<file path="src/rtl/if_id_queue_if.sv">
// IF/ID queue bus: fetch-side handshake, decode-side output and control.
interface if_id_queue_if #(
   parameter int unsigned PC_W   = 32,
   parameter int unsigned INST_W = 32,
   parameter int unsigned CNT_W  = 3
);
   logic              flush;
   logic              in_valid;
   logic              in_ready;
   logic [PC_W-1:0]   pc_i;
   logic [INST_W-1:0] inst_i;
   logic              stall_i;
   logic [PC_W-1:0]   pc_o;
   logic [INST_W-1:0] inst_o;
   logic              valid_o;
   logic [CNT_W-1:0]  occ_o;

   // Pipeline side driving fetch data and decode control
   modport master (
      output flush, in_valid, pc_i, inst_i, stall_i,
      input  in_ready, pc_o, inst_o, valid_o, occ_o
   );

   // Queue side
   modport slave (
      input  flush, in_valid, pc_i, inst_i, stall_i,
      output in_ready, pc_o, inst_o, valid_o, occ_o
   );
endinterface

</file>
<file path="src/rtl/if_id_queue.sv">
// IF/ID boundary: DEPTH-entry FIFO behind a registered decode-side output.
// An empty FIFO lets a fetched instruction bypass straight into the output
// register; starvation presents a zero bubble; flush empties everything.
module if_id_queue #(
   parameter int unsigned PC_W   = 32,
   parameter int unsigned INST_W = 32,
   parameter int unsigned DEPTH  = 4
) (
   input logic          clk,
   input logic          rst,
   if_id_queue_if.slave bus
);
   localparam int unsigned CNT_W = $clog2(DEPTH + 2);
   localparam int unsigned FCW   = $clog2(DEPTH + 1);
   localparam int unsigned PTR_W = $clog2(DEPTH);
   localparam int unsigned ENT_W = PC_W + INST_W;

   logic [ENT_W-1:0]  mem [DEPTH];
   logic [FCW-1:0]    count;
   logic [PTR_W-1:0]  rd_ptr;
   logic [PTR_W-1:0]  wr_ptr;
   logic [PC_W-1:0]   pc_q;
   logic [INST_W-1:0] inst_q;
   logic              valid_q;

   logic fifo_empty;
   logic in_ready_c;
   logic transfer;
   logic advance;
   logic pop;
   logic bypass;
   logic push;

   // Handshake and datapath steering, all derived from registered state
   always_comb begin
      fifo_empty = (count == '0);
      in_ready_c = (count != FCW'(DEPTH));
      transfer   = bus.in_valid & in_ready_c;
      advance    = ~bus.stall_i | ~valid_q;
      pop        = advance & ~fifo_empty;
      bypass     = advance & fifo_empty & transfer;
      push       = transfer & ~bypass;
   end

   assign bus.in_ready = in_ready_c;
   assign bus.pc_o     = pc_q;
   assign bus.inst_o   = inst_q;
   assign bus.valid_o  = valid_q;
   assign bus.occ_o    = CNT_W'(count) + CNT_W'(valid_q);

   // Decode-side output register: flush, then pop, bypass or bubble
   always_ff @(posedge clk or posedge rst) begin
      if (rst) begin
         pc_q    <= '0;
         inst_q  <= '0;
         valid_q <= 1'b0;
      end else if (bus.flush) begin
         pc_q    <= '0;
         inst_q  <= '0;
         valid_q <= 1'b0;
      end else if (advance) begin
         if (pop) begin
            {pc_q, inst_q} <= mem[rd_ptr];
            valid_q        <= 1'b1;
         end else if (transfer) begin
            pc_q    <= bus.pc_i;
            inst_q  <= bus.inst_i;
            valid_q <= 1'b1;
         end else begin
            pc_q    <= '0;
            inst_q  <= '0;
            valid_q <= 1'b0;
         end
      end
   end

   // FIFO pointers and occupancy; pointers wrap at DEPTH (power of two)
   always_ff @(posedge clk or posedge rst) begin
      if (rst) begin
         count  <= '0;
         rd_ptr <= '0;
         wr_ptr <= '0;
      end else if (bus.flush) begin
         count  <= '0;
         rd_ptr <= '0;
         wr_ptr <= '0;
      end else begin
         if (push) wr_ptr <= wr_ptr + PTR_W'(1);
         if (pop)  rd_ptr <= rd_ptr + PTR_W'(1);
         if (push && !pop)      count <= count + FCW'(1);
         else if (pop && !push) count <= count - FCW'(1);
      end
   end

   // FIFO storage; contents are don't-care until written, so no reset
   always_ff @(posedge clk) begin
      if (push && !bus.flush) mem[wr_ptr] <= {bus.pc_i, bus.inst_i};
   end
endmodule

</file>
<file path="src/flat_wrapper.sv">
// flat-port wrapper written by rule: the top's interface ports become plain ports
module if_id_queue_flat 
#(
   parameter int unsigned PC_W   = 32,
   parameter int unsigned INST_W = 32,
   parameter int unsigned DEPTH  = 4
)
  (clk, rst, bus_flush, bus_in_valid, bus_pc_i, bus_inst_i, bus_stall_i, bus_in_ready, bus_pc_o, bus_inst_o, bus_valid_o, bus_occ_o);
  if_id_queue_if #(.PC_W(PC_W), .INST_W(INST_W), .CNT_W(3)) bus_i ();
  input logic clk;
  input logic rst;
  input wire logic [$bits(bus_i.flush)-1:0] bus_flush;
  input wire logic [$bits(bus_i.in_valid)-1:0] bus_in_valid;
  input wire logic [$bits(bus_i.pc_i)-1:0] bus_pc_i;
  input wire logic [$bits(bus_i.inst_i)-1:0] bus_inst_i;
  input wire logic [$bits(bus_i.stall_i)-1:0] bus_stall_i;
  output wire logic [$bits(bus_i.in_ready)-1:0] bus_in_ready;
  output wire logic [$bits(bus_i.pc_o)-1:0] bus_pc_o;
  output wire logic [$bits(bus_i.inst_o)-1:0] bus_inst_o;
  output wire logic [$bits(bus_i.valid_o)-1:0] bus_valid_o;
  output wire logic [$bits(bus_i.occ_o)-1:0] bus_occ_o;
  assign bus_i.flush = bus_flush;
  assign bus_i.in_valid = bus_in_valid;
  assign bus_i.pc_i = bus_pc_i;
  assign bus_i.inst_i = bus_inst_i;
  assign bus_i.stall_i = bus_stall_i;
  assign bus_in_ready = bus_i.in_ready;
  assign bus_pc_o = bus_i.pc_o;
  assign bus_inst_o = bus_i.inst_o;
  assign bus_valid_o = bus_i.valid_o;
  assign bus_occ_o = bus_i.occ_o;
  if_id_queue #(.PC_W(PC_W), .INST_W(INST_W), .DEPTH(DEPTH)) u_core (.clk(clk), .rst(rst), .bus(bus_i));
endmodule
</file>
<file path="config.mk">
export PLATFORM = sky130hd
export DESIGN_NAME = if_id_queue_flat
export DESIGN_NICKNAME = d
export VERILOG_FILES = /design/src/rtl/if_id_queue_if.sv /design/src/rtl/if_id_queue.sv /design/src/flat_wrapper.sv
export SDC_FILE = /design/constraint.sdc
export NUM_CORES = 1
export LEC_CHECK = 0
export BUFFER_PORTS_ARGS = -buffer_cell sky130_fd_sc_hd__buf_2
export CAP_MARGIN = 10
export CELL_PAD_IN_SITES_DETAIL_PLACEMENT = 1
export CELL_PAD_IN_SITES_GLOBAL_PLACEMENT = 1
export CORE_MARGIN = 3
export CORE_UTILIZATION = 50
export DETAILED_ROUTE_END_ITERATION = 12
export PLACE_DENSITY_LB_ADDON = 0.12
export SLEW_MARGIN = 20
export SYNTH_ARGS = -nofsm -noshare
export SYNTH_HDL_FRONTEND = slang
export SYNTH_SLANG_ARGS = --single-unit
</file>
<file path="constraint.sdc">
create_clock -name clk -period 4.06 [get_ports clk]
set_input_delay 0.203 -clock clk [delete_from_list [all_inputs] [get_ports clk]]
set_output_delay 0.203 -clock clk [all_outputs]
set_load 0.01 [all_outputs]
</file>
* After elaboration in Yosys (flattened, before gate mapping)
Memory sizes are Yosys's and may differ from the RTL's.
Index checks and enable logic that the tools add are counted.
** Cells by class
- Bitwise gates (word level) :: 10
- Add/subtract/negate cells :: 5
- Mux-type cells :: 21
- Reduce and logical (&&, ||, !) cells :: 11
- Order comparisons :: 0
- $mul :: 0
- Shifts and indexed selects :: 0
- Equality and inequality tests :: 1
- Div/mod/pow operators :: 0
** Operators with widths (number)
- $mux 32 :: 8
- $mux 3 :: 3
- $mux 2 :: 4
- $mux 1 :: 6
- $reduce_bool 2->1 :: 3
- $and 1x1->1 :: 5
- $add 2x1->2 const B :: 2
- $not 1->1 :: 4
- $add 3x1->3 :: 1
- $add 3x1->3 const B :: 1
- $logic_and 1x1->1 :: 3
- $logic_not 1->1 :: 3
- $logic_not 3->1 :: 1
- $ne 3x3->1 const B :: 1
- $reduce_bool 3->1 :: 1
- $sub 3x1->3 const B :: 1
- $or 1x1->1 :: 1
** Word-level totals
- Bits in latches :: 0
- Output and inout port bits :: 69
- Memories :: 1
- Register bits :: 72
- Bits of input ports :: 69
- RAM bits :: 256
- ROM bits :: 0
- Logic and storage cells :: 55
** Memories
- u_core.mem :: depth 4, bits a word 64, rd ports 1, clocked after Yosys merged registers in 0, write ports 1, RTL line if_id_queue.sv:18 : logic [ENT_W-1:0] mem [DEPTH];

* Depth between registers and ports, before layout
- Depth after elaboration :: 11
- Depth in mapped cells :: 8
- Gate-level depth less buffers :: 7

* Least setup slack after synthesis
No wires, ideal clock.
- Path kind :: register -> register
- Start point :: register u_core.count[2]
- End point :: memory u_core.mem[0][0] in the netlist's numbering, enable pin
- Library setup time :: 429 ps
- Arrival time :: 2420 ps
- Required time :: 3631 ps
- Period minus slack after synthesis :: 2849 ps
- Cell stages (with the launch flop) :: 5
- Buffers on the path :: 0
- Setup slack :: 1211 ps
- Cell sequence :: dfrtp_1 and3b_2 o31ai_2 nor2_1 and2_1
** Between the ends
- Longest elaborated chain between the ends :: 8
- Elaborated cells between the ends (all ways) :: 10
- Those cells by class :: eq/ne: 1; mux: 2; bitwise: 5; reduce/logical: 2
** RTL lines
- from (decl) :: RTL line if_id_queue.sv:19 : logic [FCW-1:0] count;
- from (signal assigned) :: RTL line if_id_queue.sv:90 : if (push && !pop) count <= count + FCW'(1);
- from (signal assigned) :: RTL line if_id_queue.sv:91 : else if (pop && !push) count <= count - FCW'(1);
- $ne 3x3->1 / $logic_not 3->1 (equally long branches) :: RTL line if_id_queue.sv:37, if_id_queue.sv:36
- $and 1x1->1 (on tied branches) :: RTL line if_id_queue.sv:38, if_id_queue.sv:41
- $and 1x1->1 :: RTL line if_id_queue.sv:41 : bypass = advance & fifo_empty & transfer;
- $not 1->1 :: RTL line if_id_queue.sv:42 : push = transfer & ~bypass;
- $and 1x1->1 * :: RTL line if_id_queue.sv:42
- $logic_and 1x1->1 * :: RTL line if_id_queue.sv:97 : if (push && !bus.flush) mem[wr_ptr] <= {bus.pc_i, bus.inst_i};
- $mux 1 * :: RTL line if_id_queue.sv:97
- $mux 1 (not written as such) * :: RTL line if_id_queue.sv:97
- to (decl) :: RTL line if_id_queue.sv:18
Mark *: on every way between the ends. The rest lies on a longest branch, timed or not.

* Worst setup path after layout
- Start point :: register u_core.valid_q (netlist: u_core.bus.valid_o)
- End point :: register u_core.inst_q[22] (netlist: u_core.bus.inst_o[22])
** Between the ends
- Longest elaborated chain between the ends :: 6
- Elaborated cells between the ends (all ways) :: 7
- Those cells by class :: mux: 3; bitwise: 3; reduce/logical: 1
** RTL lines
- from (decl) :: RTL line if_id_queue.sv:24 : logic valid_q;
- from (signal assigned) :: RTL line if_id_queue.sv:56 : valid_q <= 1'b0;
- from (signal assigned) :: RTL line if_id_queue.sv:60 : valid_q <= 1'b0;
- from (signal assigned) :: RTL line if_id_queue.sv:64 : valid_q <= 1'b1;
- $not 1->1 * :: RTL line if_id_queue.sv:39 : advance = ~bus.stall_i | ~valid_q;
- $or 1x1->1 * :: RTL line if_id_queue.sv:39
- $and 1x1->1 :: RTL line if_id_queue.sv:40 : pop = advance & ~fifo_empty;
- $mux 32 :: RTL line if_id_queue.sv:62 : if (pop) begin
- $mux 32 :: RTL line if_id_queue.sv:61 : end else if (advance) begin
- $mux 32 :: RTL line if_id_queue.sv:57 : end else if (bus.flush) begin
- to (signal assigned) :: RTL line if_id_queue.sv:63 : {pc_q, inst_q} <= mem[rd_ptr];
- to (signal assigned) :: RTL line if_id_queue.sv:67 : inst_q <= bus.inst_i;
- to (decl) :: RTL line if_id_queue.sv:23 : logic [INST_W-1:0] inst_q;
Mark *: on every way between the ends. The rest lies on a longest branch, timed or not. The select of a mux whose other input is x is not followed.
A chain may end at the register's enable or synchronous reset.

==> key figures <==
Yosys
  – Async SR Flop Fraction: 21.95%
  – Register area share after synthesis: 72.62%
  – EDFF count, synth: 256
  – Yosys warns: 0
  – Syn_nets: 832
  – Synth top area share: 58.83%
  – Synth cell types: 33
  – Top_reg_cell synth: edfxtp_1
  – Syn avg cell area: 17.28 um2
  – Cells after Synth: 756
  – Cell Area, Synth: 13070 um2
  – Largest cells by area after synthesis: edfxtp_1, dfrtp_1, mux4_2
  – Synth area leader: edfxtp_1
  – Seq cells post-synth: 328

Power
  – Cell Pwr Density: 639.4 nW/um2
  – Maximum vdd drop: 0.0004112 V
  – Pwr Total: 10060 uW
  – Leak: 0.005733 uW

Clocking
  – CTS root buffer: clkbuf_16
  – Post-CTS Resized: 0
  – CTS buffer count: 35
  – CTS max path bufs: 3
  – CTS sink count: 328
  – Post-CTS setup buffer count: 0
  – Htree depth: 2
  – Clock slew at reported path FFs: 0.06 ns
  – CTS tree: done
  – Worst skew pair latency: 0.51 ns
  – Post-CTS Hold Fix Bufs: 65

Floorplan
  – Die ar.: 28110 um2
  – Site row count: 58
  – Die width: 167.7 um
  – Core footprint: 25400 um2
  – Die Y: 167.7 um
  – Starting density of the core: 51.44%
  – I/O Pins: 138

Setup path
  – CP endpoint kind: flop
  – FF-to-FF path depth: 4
  – Critical Path Start Type: flop
  – Worst Path Buf+Inv: 1
  – Worst R2R End: u_core.bus.inst_o[22]
  – R2R Path Start: u_core.bus.valid_o
  – Crit-path slowest cell: buf_4
  – Arrival time worst endpoint: 2.87 ns
  – CP top delay family: buffers and inverters
  – CP required: 4.45 ns
  – Crit-path cells: nand2_4 > buf_4 > nor2_1 > a311oi_2
  – Crit Path Max Fanout: 84
  – Critical path's largest stage delay: 0.82 ns
  – Critical path class: flop to flop
  – Worst reg-to-reg setup slack: 1.58 ns

Global route
  – M2 GR Usage: 40.01%
  – Initial antenna violation count: 1
  – All-Layer GR Usage: 22.62%
  – Met3 usage: 4.485%
  – GR peak layer: met2
  – Largest net degree at the start of global routing: 85
  – Met1 global-route usage: 29.24%
  – GRT overflow: 0
  – Vias in the first global route: 8754
  – First-pass GRT wire length: 49780 um

Detailed routing
  – Final antenna-violating net count: 0
  – Number of vias per cell: 5.912
  – DR DRC count: 0
  – DR iter-0 viols: 454
  – Final wirelength: 31310 um
  – Initial DRT Pass Iterations: 5
  – WL per Instance: 24.06 um
  – Via count: 7692

STA
  – Hold Slack: 0.1165 ns
  – Clock skew: 0.01536 ns
  – Total negative slack: 0 ns
  – Highest Clock Rate: 402.8 MHz
  – Count of final setup violators: 0
  – Relative max-transition margin: 28.50%
  – Final worst slack: 1.577 ns
  – RSZ-0062 raised after global routing: no
  – Minimum clock period: 2.483 ns
  – Tightest Pin Transition: 1.073 ns
  – Final hold violation count: 0
  – Final Slew Violations: 0
  – Final period util: 61.15%

Placement
  – Dpl ws: 1.668 ns
  – DP HPWL: 16560 um
  – Post-DP Area: 13980 um2
  – IO Port Bufs: 137
  – Gpl congestion: 0.7307

Worst hold path
  – Class of the worst hold path: input port to flop
  – Hold wc startpoint: bus_in_valid
  – Worst Hold Depth: 4
  – Hold EP: u_core.wr_ptr[1]

Final layout
  – Share of post-route cells with drive strength above 1: 29.35%
  – ANT cells: 0
  – Area growth syn-to-layout: 20.44%
  – Finished Cell Area: 15740 um2
  – Fill count: 2285
  – Final nets: 1022
  – Commonest cells after routing, fill and taps aside: edfxtp_1, buf_2, nor2_1, dfrtp_1
  – Most common cell after layout, fill and taps aside: edfxtp_1

Status
  – Status: finished, final reports clean

Job
  – MaxCap Viol Count: 0
[per-stage QoR]
step	util, %	std cells
after floorplan	-	756
after global placement	55.04	1174
after detailed placement	55.04	1174
after CTS	61.96	1301
after global routing	61.96	1301
final	61.96	1301
[routing by layer]
metal  wire [um]  part of all wire, %  vias up
li1            -                    -     3362
met1       12980                   41     4087
met5           7                0.022        -
met2       16260                   52      192
met3        1520                  4.9       49
met4         534                  1.7        2
[flip-flops by register name (all words and copies together), names as in the netlist]
signal	flops
u_core.wr_ptr	2
u_core.mem	256
u_core.bus.valid_o	1
u_core.bus.inst_o	32
u_core.count	3
u_core.bus.pc_o	32
u_core.rd_ptr	2
[worst reg2reg max path, stage by stage, from the launching register on]
cell,delay (ns)
dfrtp_1,0.44
nand2_4,0.43
buf_4,0.86
nor2_1,0.29
a311oi_2,0.34
[logic make-up after synthesis]
kind of cell	after synthesis	share of synthesized area, %
buffers and inverters	62	2.384
flip-flops	328	72.62
multiplexers	68	11.36
adder cells (fa/ha/maj)	7	0.7278
AND/OR/NAND/NOR	219	7.259
AO/OA/AOI/OAI	67	5.315
XOR/XNOR	5	0.3352
[where the power goes]
group | total (uW) | switching (uW) | internal, uW
Combinational | 2550 | 1510 | 1040
Sequential | 4410 | 350 | 4060
Clock | 3100 | 1250 | 1850
[final cells by class]
type,count,area [um2],area share [%]
multi-input combinational,366,3289,20.90
clock inverter,9,90.09,0.5724
timing repair buffer,210,1411,8.968
sequential,328,9497,60.34
tap,330,412.9,2.624
inverter,5,21.27,0.1352
clock buffer,53,1016,6.456
[Yosys cell counts, types with 5 or more instances]
library cell	n
dfrtp_1	72
nor2_1	75
inv_1	5
nand3_1	65
a311oi_1	47
and2_1	5
clkbuf_1	31
nand2_1	65
mux4_2	64
buf_2	18
edfxtp_1	256
a311oi_2	17
ha_1	6
[how the worst max path moves through the flow]
stage                            endpoint  depth (start not counted)          startpoint  slack [ns]
floorplan                u_core.mem[0][0]                          4     u_core.count[2]        1.21
global placement          u_core.count[2]                          8        bus_in_valid        1.72
detailed placement       u_core.rd_ptr[1]                          5  u_core.bus.valid_o        1.67
CTS                      u_core.mem[0][9]                          4     u_core.count[2]        1.64
global route          u_core.bus.pc_o[28]                          4  u_core.bus.valid_o        1.43
finish              u_core.bus.inst_o[22]                          4  u_core.bus.valid_o        1.58
Note: power is estimated with default switching activity, not from simulation.
